--- config.mk ---
export PLATFORM = sky130hd
export DESIGN_NAME = sram_array_rw_ctrl_flat
export DESIGN_NICKNAME = d
export VERILOG_FILES = /design/src/rtl/sram_array_rw_ctrl_if.sv /design/src/rtl/sram_array_rw_ctrl.sv /design/src/flat_wrapper.sv
export SDC_FILE = /design/constraint.sdc
export NUM_CORES = 1
export LEC_CHECK = 0
export CAP_MARGIN = 20
export CORE_MARGIN = 2
export CORE_UTILIZATION = 42
export CTS_CLUSTER_DIAMETER = 100
export CTS_CLUSTER_SIZE = 30
export DETAILED_ROUTE_END_ITERATION = 16
export MAX_ROUTING_LAYER = met4
export PLACE_DENSITY = 0.82
export RECOVER_POWER = 25
export SLEW_MARGIN = 30
export SYNTH_ARGS = -nofsm -noshare
export SYNTH_HDL_FRONTEND = slang
export SYNTH_SLANG_ARGS = --single-unit
--- constraint.sdc ---
create_clock -name clock -period 2.13 [get_ports clock]
set_clock_uncertainty 0.15 [all_clocks]
set_input_delay 0.426 -clock clock [delete_from_list [all_inputs] [get_ports clock]]
set_output_delay 0.426 -clock clock [all_outputs]
set_load 0.01 [all_outputs]
--- src/rtl/sram_array_rw_ctrl_if.sv ---
// Request/response channels between a table client and sram_array_rw_ctrl.
// The master drives requests; the slave (controller) returns readies and read responses.
interface sram_array_rw_ctrl_if #(
  parameter int AW = 9,
  parameter int DW = 50
);
  logic          w_valid;
  logic          w_ready;
  logic [AW-1:0] w_addr;
  logic [DW-1:0] w_data;
  logic          r_valid;
  logic          r_ready;
  logic [AW-1:0] r_addr;
  logic          resp_valid;
  logic [DW-1:0] resp_data;

  modport master (
    output w_valid, w_addr, w_data, r_valid, r_addr,
    input  w_ready, r_ready, resp_valid, resp_data
  );

  modport slave (
    input  w_valid, w_addr, w_data, r_valid, r_addr,
    output w_ready, r_ready, resp_valid, resp_data
  );
endinterface

--- src/rtl/sram_array_rw_ctrl.sv ---
// 1R1W SRAM requester: optional zeroing sweep, then read latency 1 with same-address write bypass.
// Stalls both channels during the sweep; afterwards always ready, and resp_data holds between responses.
module sram_array_rw_ctrl #(
  parameter int DEPTH        = 512,
  parameter int AW           = 9,
  parameter int DW           = 50,
  parameter int SHOULD_RESET = 1
) (
  input  logic          clock,
  input  logic          reset_n,
  sram_array_rw_ctrl_if.slave req,
  output logic          R0_en,
  output logic [AW-1:0] R0_addr,
  input  logic [DW-1:0] R0_data,
  output logic          W0_en,
  output logic [AW-1:0] W0_addr,
  output logic [DW-1:0] W0_data
);

  typedef enum logic {ST_SWEEP, ST_READY} state_e;

  localparam state_e RST_STATE = (SHOULD_RESET != 0) ? ST_SWEEP : ST_READY;

  state_e        state_q, state_d;
  logic [AW-1:0] cnt_q, cnt_d;
  logic          resp_vld_q, resp_vld_d;
  logic          byp_q, byp_d;
  logic [DW-1:0] byp_dat_q, byp_dat_d;
  logic [DW-1:0] hold_q, hold_d;
  logic [DW-1:0] resp_dat;
  logic          rdy, w_fire, r_fire;

  always_ff @(posedge clock or negedge reset_n) begin
    if (!reset_n) begin
      state_q    <= RST_STATE;
      cnt_q      <= '0;
      resp_vld_q <= 1'b0;
      byp_q      <= 1'b0;
      byp_dat_q  <= '0;
      hold_q     <= '0;
    end else begin
      state_q    <= state_d;
      cnt_q      <= cnt_d;
      resp_vld_q <= resp_vld_d;
      byp_q      <= byp_d;
      byp_dat_q  <= byp_dat_d;
      hold_q     <= hold_d;
    end
  end

  always_comb begin
    state_d = state_q;
    cnt_d   = cnt_q;
    // Gating with reset_n keeps every enable/ready low while reset is held,
    // even when the reset state is already READY.
    rdy     = reset_n && (state_q == ST_READY);
    w_fire  = rdy && req.w_valid;
    r_fire  = rdy && req.r_valid;
    W0_en   = w_fire;
    W0_addr = req.w_addr;
    W0_data = req.w_data;
    R0_en   = r_fire;
    R0_addr = req.r_addr;

    if (state_q == ST_SWEEP) begin
      W0_en   = reset_n;
      W0_addr = cnt_q;
      W0_data = '0;
      cnt_d   = cnt_q + 1'b1;
      if (cnt_q == AW'(DEPTH - 1)) begin
        state_d = ST_READY;
      end
    end

    // The macro returns pre-write contents on a same-address collision, so the
    // new write data is carried alongside the read instead.
    resp_vld_d = r_fire;
    byp_d      = r_fire && w_fire && (req.r_addr == req.w_addr);
    byp_dat_d  = byp_d ? req.w_data : byp_dat_q;

    resp_dat = hold_q;
    if (resp_vld_q) begin
      resp_dat = byp_q ? byp_dat_q : R0_data;
    end
    hold_d = resp_dat;
  end

  assign req.w_ready    = rdy;
  assign req.r_ready    = rdy;
  assign req.resp_valid = resp_vld_q;
  assign req.resp_data  = resp_dat;

endmodule

--- src/flat_wrapper.sv ---
// flat-port wrapper written by rule: the top's interface ports become plain ports
module sram_array_rw_ctrl_flat 
#(
  parameter int DEPTH        = 512,
  parameter int AW           = 9,
  parameter int DW           = 50,
  parameter int SHOULD_RESET = 1
)
  (clock, reset_n, R0_en, R0_addr, R0_data, W0_en, W0_addr, W0_data, req_w_valid, req_w_addr, req_w_data, req_r_valid, req_r_addr, req_w_ready, req_r_ready, req_resp_valid, req_resp_data);
  sram_array_rw_ctrl_if #(.AW(AW), .DW(DW)) req_i ();
  input  logic clock;
  input  logic reset_n;
  output logic R0_en;
  output logic [AW-1:0] R0_addr;
  input  logic [DW-1:0] R0_data;
  output logic W0_en;
  output logic [AW-1:0] W0_addr;
  output logic [DW-1:0] W0_data;
  input wire logic [$bits(req_i.w_valid)-1:0] req_w_valid;
  input wire logic [$bits(req_i.w_addr)-1:0] req_w_addr;
  input wire logic [$bits(req_i.w_data)-1:0] req_w_data;
  input wire logic [$bits(req_i.r_valid)-1:0] req_r_valid;
  input wire logic [$bits(req_i.r_addr)-1:0] req_r_addr;
  output wire logic [$bits(req_i.w_ready)-1:0] req_w_ready;
  output wire logic [$bits(req_i.r_ready)-1:0] req_r_ready;
  output wire logic [$bits(req_i.resp_valid)-1:0] req_resp_valid;
  output wire logic [$bits(req_i.resp_data)-1:0] req_resp_data;
  assign req_i.w_valid = req_w_valid;
  assign req_i.w_addr = req_w_addr;
  assign req_i.w_data = req_w_data;
  assign req_i.r_valid = req_r_valid;
  assign req_i.r_addr = req_r_addr;
  assign req_w_ready = req_i.w_ready;
  assign req_r_ready = req_i.r_ready;
  assign req_resp_valid = req_i.resp_valid;
  assign req_resp_data = req_i.resp_data;
  sram_array_rw_ctrl #(.DEPTH(DEPTH), .AW(AW), .DW(DW), .SHOULD_RESET(SHOULD_RESET)) u_core (.clock(clock), .reset_n(reset_n), .req(req_i), .R0_en(R0_en), .R0_addr(R0_addr), .R0_data(R0_data), .W0_en(W0_en), .W0_addr(W0_addr), .W0_data(W0_data));
endmodule
# --- Word level (Yosys, flattened, before mapping) ---
# Index checks and enable logic that the tools add are counted.
classes:
  n_reduce_logical: 5
  addsub: 1
  muxes: 7
  eq_ne: 2
ops:
  columns: ["cell", "count"]
  rows:
  - ["$mux 50", 3]
  - ["$add 9x1->9 const B", 1]
  - ["$eq 9x9->1", 1]
  - ["$eq 9x9->1 const B", 1]
  - ["$mux 9", 1]
  - ["$logic_and 1x1->1", 5]
  - ["$mux 1", 3]
totals:
  word_cells: 21
  out_inout_bits: 123
  ff_bits: 112

# --- Longest topological paths before layout ---
depth:
  depth_word: 4
  depth_mapped: 5
  depth_no_buf: 5

# --- Worst setup path after synthesis ---
# OpenSTA, ideal clock, no wires.
synth_timing:
  path_type: "input to register"
  startpoint: "input port req_r_valid"
  endpoint: "register u_core.byp_dat_q[0]"
  t_required_ns: 1.855
  arrival_ns: 1.655
  path_buffers: 1
  stages: 5
  setup_time_ns: 0.125
  slack_ns: 0.201
  path_cell_list: "and3_1 nand4_2 nor3_4 buf_6 mux2_2"
synth_via:
  elab_chain_cells: 3
synth_rtl:
  columns: ["element", "line_no", "source"]
  rows:
  - ["start: declaration", "flat_wrapper.sv:22", "input wire logic [$bits(req_i.r_valid)-1:0] req_r_valid;"]
  - ["$logic_and 1x1->1", "sram_array_rw_ctrl.sv:58", "r_fire = rdy && req.r_valid;"]
  - ["$logic_and 1x1->1 (2 in a row)", "sram_array_rw_ctrl.sv:78", "byp_d = r_fire && w_fire && (req.r_addr == req.w_addr);"]
  - ["end signal: assignment", "sram_array_rw_ctrl.sv:46", "byp_dat_q <= byp_dat_d;"]
  - ["end: declaration", "sram_array_rw_ctrl.sv:28", "logic [DW-1:0] byp_dat_q, byp_dat_d;"]
# No other way between the ends.
# A chain may end at the register's enable or synchronous reset.

# --- Worst setup path in the final report ---
layout_timing:
  startpoint: "register u_core.byp_q"
  endpoint: "output port req_resp_data[14]"
layout_via:
  elab_chain_cells: 2
layout_rtl:
  columns: ["element", "line_no", "source"]
  rows:
  - ["start: declaration", "sram_array_rw_ctrl.sv:27", "logic byp_q, byp_d;"]
  - ["start signal: assignment", "sram_array_rw_ctrl.sv:45", "byp_q <= byp_d;"]
  - ["$mux 50", "sram_array_rw_ctrl.sv:83", "resp_dat = byp_q ? byp_dat_q : R0_data;"]
  - ["$mux 50", "sram_array_rw_ctrl.sv:82", "if (resp_vld_q) begin"]
  - ["end: declaration", "flat_wrapper.sv:27", "output wire logic [$bits(req_i.resp_data)-1:0] req_resp_data;"]
# No other way between the ends.

==> out/results.txt <==
Setup repair after global routing could not meet its margin everywhere. The number of antenna diodes in the final layout is 0. The proportion of register bits with asynchronous set or reset after synthesis was 1.000. The area of the die is 0.01344 sq mm. Of all cell types, the one taking the most synthesized area is sky130_fd_sc_hd__dfrtp_1. The floorplan step set the die height to 115.9 um. STA puts the critical path data required time at 1.55 ns. The final period utilization is 1.027, and the minimum setup slack among reg-to-reg paths is 0.15 ns.

The most instantiated flip-flop cell in the synthesis netlist was sky130_fd_sc_hd__dfrtp_1. The worst setup path is captured at an output port. Longest individual stage delay on the worst path: 0.47 ns.

By area the synthesized netlist is led by sky130_fd_sc_hd__dfrtp_1 (53%), sky130_fd_sc_hd__mux2_2 (12%), sky130_fd_sc_hd__mux2i_1 (9.5%). The floorplan has 40 rows. The launching instance or port of the critical path was u_core.byp_q$_DFF_PN0_. Buffers inserted during clock tree synthesis total 9.

The commonest cells after synthesis are sky130_fd_sc_hd__dfrtp_1 (112), sky130_fd_sc_hd__mux2_2 (57), sky130_fd_sc_hd__nor2_1 (53), sky130_fd_sc_hd__and2_1 (51). In the routed design, unresolved DRC markers number 0. Summed over all layers, the routed wires come to 16990 um. The post-placement worst setup slack was -0.3510 ns. Beginning of the worst register-to-register path: u_core.state_q$_DFF_PN0_.

The final instance area was 0.009054 sq mm. After clock tree synthesis, the clock-pin slew on the worst setup and hold paths is 0.07 ns. The routed design could run at a clock period as short as 2.187 ns. The startpoint identified for the worst hold timing path is u_core.cnt_q[5]$_DFFE_PN0N_. The first global-routing pass estimated 23760 um of wire. For the clock insertion delay at the later pin of the skew report, the log shows 0.34 ns.

The flow ran to the end, but the final reports show violations. The area added between synthesis and finish came out at 72.04%. The cell with the largest stage delay on the worst path is sky130_fd_sc_hd__dfrtp_2. For this run the aggregate overflow at the end of global routing stands at 0. Synthesized netlist net count: 576. The synthesized netlist contains 28 unique library cells. For the worst setup path, the data arrival time is 1.61 ns.

Pin count of the biggest net entering global routing: 70. The fraction of post-synthesis cell area in the top cell type by area works out to 0.5326. The checks that failed: setup timing.

The endpoint with the worst hold slack is u_core.cnt_q[5]$_DFFE_PN0N_. The synthesized design contains 0 enable-type register cells. End of the worst register-to-register path: u_core.byp_dat_q[35]$_DFFE_PN0P_. The run gives 0.4345 as the initial core utilization.

TritonCTS built the clock tree. The synthesis-stage register bit count was 112; the number of nets in the layout was 898. The hold path depth is 1. From left edge to right edge, the die measures 115.9 um.

The DRC marker count from the first detailed-route iteration came out at 198. After clock tree synthesis, the flow added hold-fix buffers numbering 0. The number of antenna violations at the first check in global routing was 0. Number of global-route vias before repair: 4814.

The logs give 4629 for the total vias in the final route and 0 for the remaining antenna violation count after routing. The floorplan step defined a core boundary enclosing 0.01211 sq mm. The leakage power came out at 4.205 nW. For this design the ratio of total power to cell area is 461.0 mW/mm^2. The critical path contains buffers and inverters numbering 3 combined. The tools report the clock sink total as 112. The signal on the critical path passes through buf_6, clkbuf_16, mux2i_1, a21oi_1, buf_2.

The run gives 0.005263 sq mm as the summed instance area of the synthesized netlist. The logs give 0 for the final number of max-transition violations and 0.2344 for the overall global routing resource usage. The critical path in this run is classified as flop to output port. The placed instance area was 0.008304 sq mm. After routing, the total negative slack on setup checks comes to -0.4424 ns.

The number of optimization iterations in the first detailed-route pass is 4, and the number of buffers added on ports is 244. Overall power consumption after layout is estimated at 4.173 mW. The worst register-to-register path has a depth of 7.

Across the run, the number of max-cap violations was 0. The share of layout cells above drive strength 1 was 0.3736. The worst slew slack as a fraction of its limit is 0.2985, and the maximum VDD drop is 0.3149 mV.

The worst-path maximum fanout came out at 7. Routability-driven placement finished with a final weighted congestion of 0.7996. Most frequent cell after synthesis: sky130_fd_sc_hd__dfrtp_1. The final-report hold violation count is 0, and the warning count from the yosys run is 0. In this run the number of H-tree levels came out at 3.

For this design the top-level I/O count stands at 245. At the pin with the least slew margin, the transition time is 1.052 ns. Setup violations remaining at the end of the flow were counted as 20.

The tools report the proportion of synthesized chip area in sequential cells as 0.5326. Timing would allow up to 457.3 MHz. The number of cells produced by synthesis was 452. The run gives 2 as the worst-case clock buffer depth. The tools report the cell at the root of the clock tree as sky130_fd_sc_hd__clkbuf_16. Each instance of the synthesized netlist takes up on average 11.64 sq um. The kind of cell with the highest combined delay along the critical path is buffers and inverters.

The startpoint class of the critical path was a flop. The detailed placer's ending HPWL is 10780 um, and the routed wire length per instance is 17.94 um. Dividing the detail-routed via count by the number of cells gives 4.888. For the post-route worst setup slack, the log shows -0.05688 ns. In this run the worst hold path is classified as flop to flop.
-- worst reg2reg max path: stages (launching register included) --
cell and delay, ns:
sky130_fd_sc_hd__dfrtp_2 0.40, sky130_fd_sc_hd__buf_4 0.13, sky130_fd_sc_hd__and3_1 0.17, sky130_fd_sc_hd__nand4_2 0.13
sky130_fd_sc_hd__nor3_4 0.17, sky130_fd_sc_hd__buf_12 0.19, sky130_fd_sc_hd__clkbuf_16 0.18, sky130_fd_sc_hd__mux2_2 0.34
-- routing by layer --
layer  track usage  routed length, um  vias to the layer above
li1              -                  -                     2170
met1        0.2750               7077                     2276
met2        0.4292               8953                      160
met3       0.02667                692                       23
met4       0.05794                263                        0
met5             -                  0                        -
-- per-stage QoR --
step	util	hold WS, ns	instances
3_3_place_gp	0.6856	0.3252	895
5_1_grt	0.7475	0.3720	947
6_report	0.7475	0.3448	947
4_1_cts	0.7108	0.05194	927
3_5_place_dp	0.6856	0.3301	895
2_1_floorplan	-	-0.01959	452
-- report_power, final --
| group | switching (mW) | internal (mW) |
|---|---|---|
| Clock | 0.787 | 0.831 |
| Combinational | 0.149 | 0.282 |
| Sequential | 0 | 2.12 |
| Total | 0.936 | 3.24 |
-- flip-flops by register name, indices dropped and copies added, names as in the netlist --
signal / count
u_core.byp_dat_q: 50
u_core.hold_q: 50
u_core.cnt_q: 9
u_core.byp_q: 1
u_core.req.resp_valid: 1
u_core.state_q: 1
-- what timing repair did --
action                                  in CTS  in global routing
endpoints found under the setup margin     118                105
pin swaps                                   33                 16
gates resized for setup                    295                 63
setup buffers                               13                  8
cloned                                       3                 12
-- worst max-delay path by stage --
stage	to	cells after the start
global placement	u_core.byp_dat_q[33]$_DFFE_PN0P_	6
floorplan	u_core.byp_dat_q[0]$_DFFE_PN0P_	5
global route	req_resp_data[5]	5
CTS	req_resp_data[16]	4
detailed placement	u_core.byp_dat_q[48]$_DFFE_PN0P_	6
finish	req_resp_data[14]	5
-- area by class of cell --
class,count,area (sq um)
Clock buffer,10,239.0
Inverter,1,3.754
Timing Repair Buffer,350,3331
Fill cell,859,3058
Clock inverter,6,43.79
Sequential cell,112,2809
Tap cell,168,210.2
Multi-Input combinational cell,300,2417
-- logic make-up after synthesis --
family | count (synthesis) | share of synthesized area
compound gates | 52 | 0.05041
xor+xnor | 16 | 0.02663
fa+ha+maj | 2 | 0.004754
buf+inv | 40 | 0.04398
flops | 112 | 0.5326
mux | 110 | 0.2235
simple gates | 120 | 0.1182
-- placed cells by master (no fill, tap or decap), types with 3 or more instances in the layout --
| master | count |
|---|---|
| sky130_fd_sc_hd__a21oi_1 | 10 |
| sky130_fd_sc_hd__a21oi_2 | 40 |
| sky130_fd_sc_hd__and2_1 | 51 |
| sky130_fd_sc_hd__buf_12 | 11 |
| sky130_fd_sc_hd__buf_16 | 4 |
| sky130_fd_sc_hd__buf_2 | 50 |
| sky130_fd_sc_hd__buf_4 | 74 |
| sky130_fd_sc_hd__buf_6 | 6 |
| sky130_fd_sc_hd__clkbuf_16 | 18 |
| sky130_fd_sc_hd__clkdlybuf4s15_1 | 4 |
| sky130_fd_sc_hd__clkdlybuf4s15_2 | 6 |
| sky130_fd_sc_hd__clkdlybuf4s50_1 | 116 |
| sky130_fd_sc_hd__clkinvlp_4 | 3 |
| sky130_fd_sc_hd__dfrtp_1 | 109 |
| sky130_fd_sc_hd__dlygate4sd2_1 | 57 |
| sky130_fd_sc_hd__dlymetal6s2s_1 | 9 |
| sky130_fd_sc_hd__mux2_1 | 3 |
| sky130_fd_sc_hd__mux2_2 | 57 |
| sky130_fd_sc_hd__mux2i_1 | 44 |
| sky130_fd_sc_hd__mux2i_2 | 5 |
| sky130_fd_sc_hd__nand3_1 | 5 |
| sky130_fd_sc_hd__nor2_1 | 51 |
| sky130_fd_sc_hd__xnor2_1 | 14 |
(Power assumes the default switching activity.)
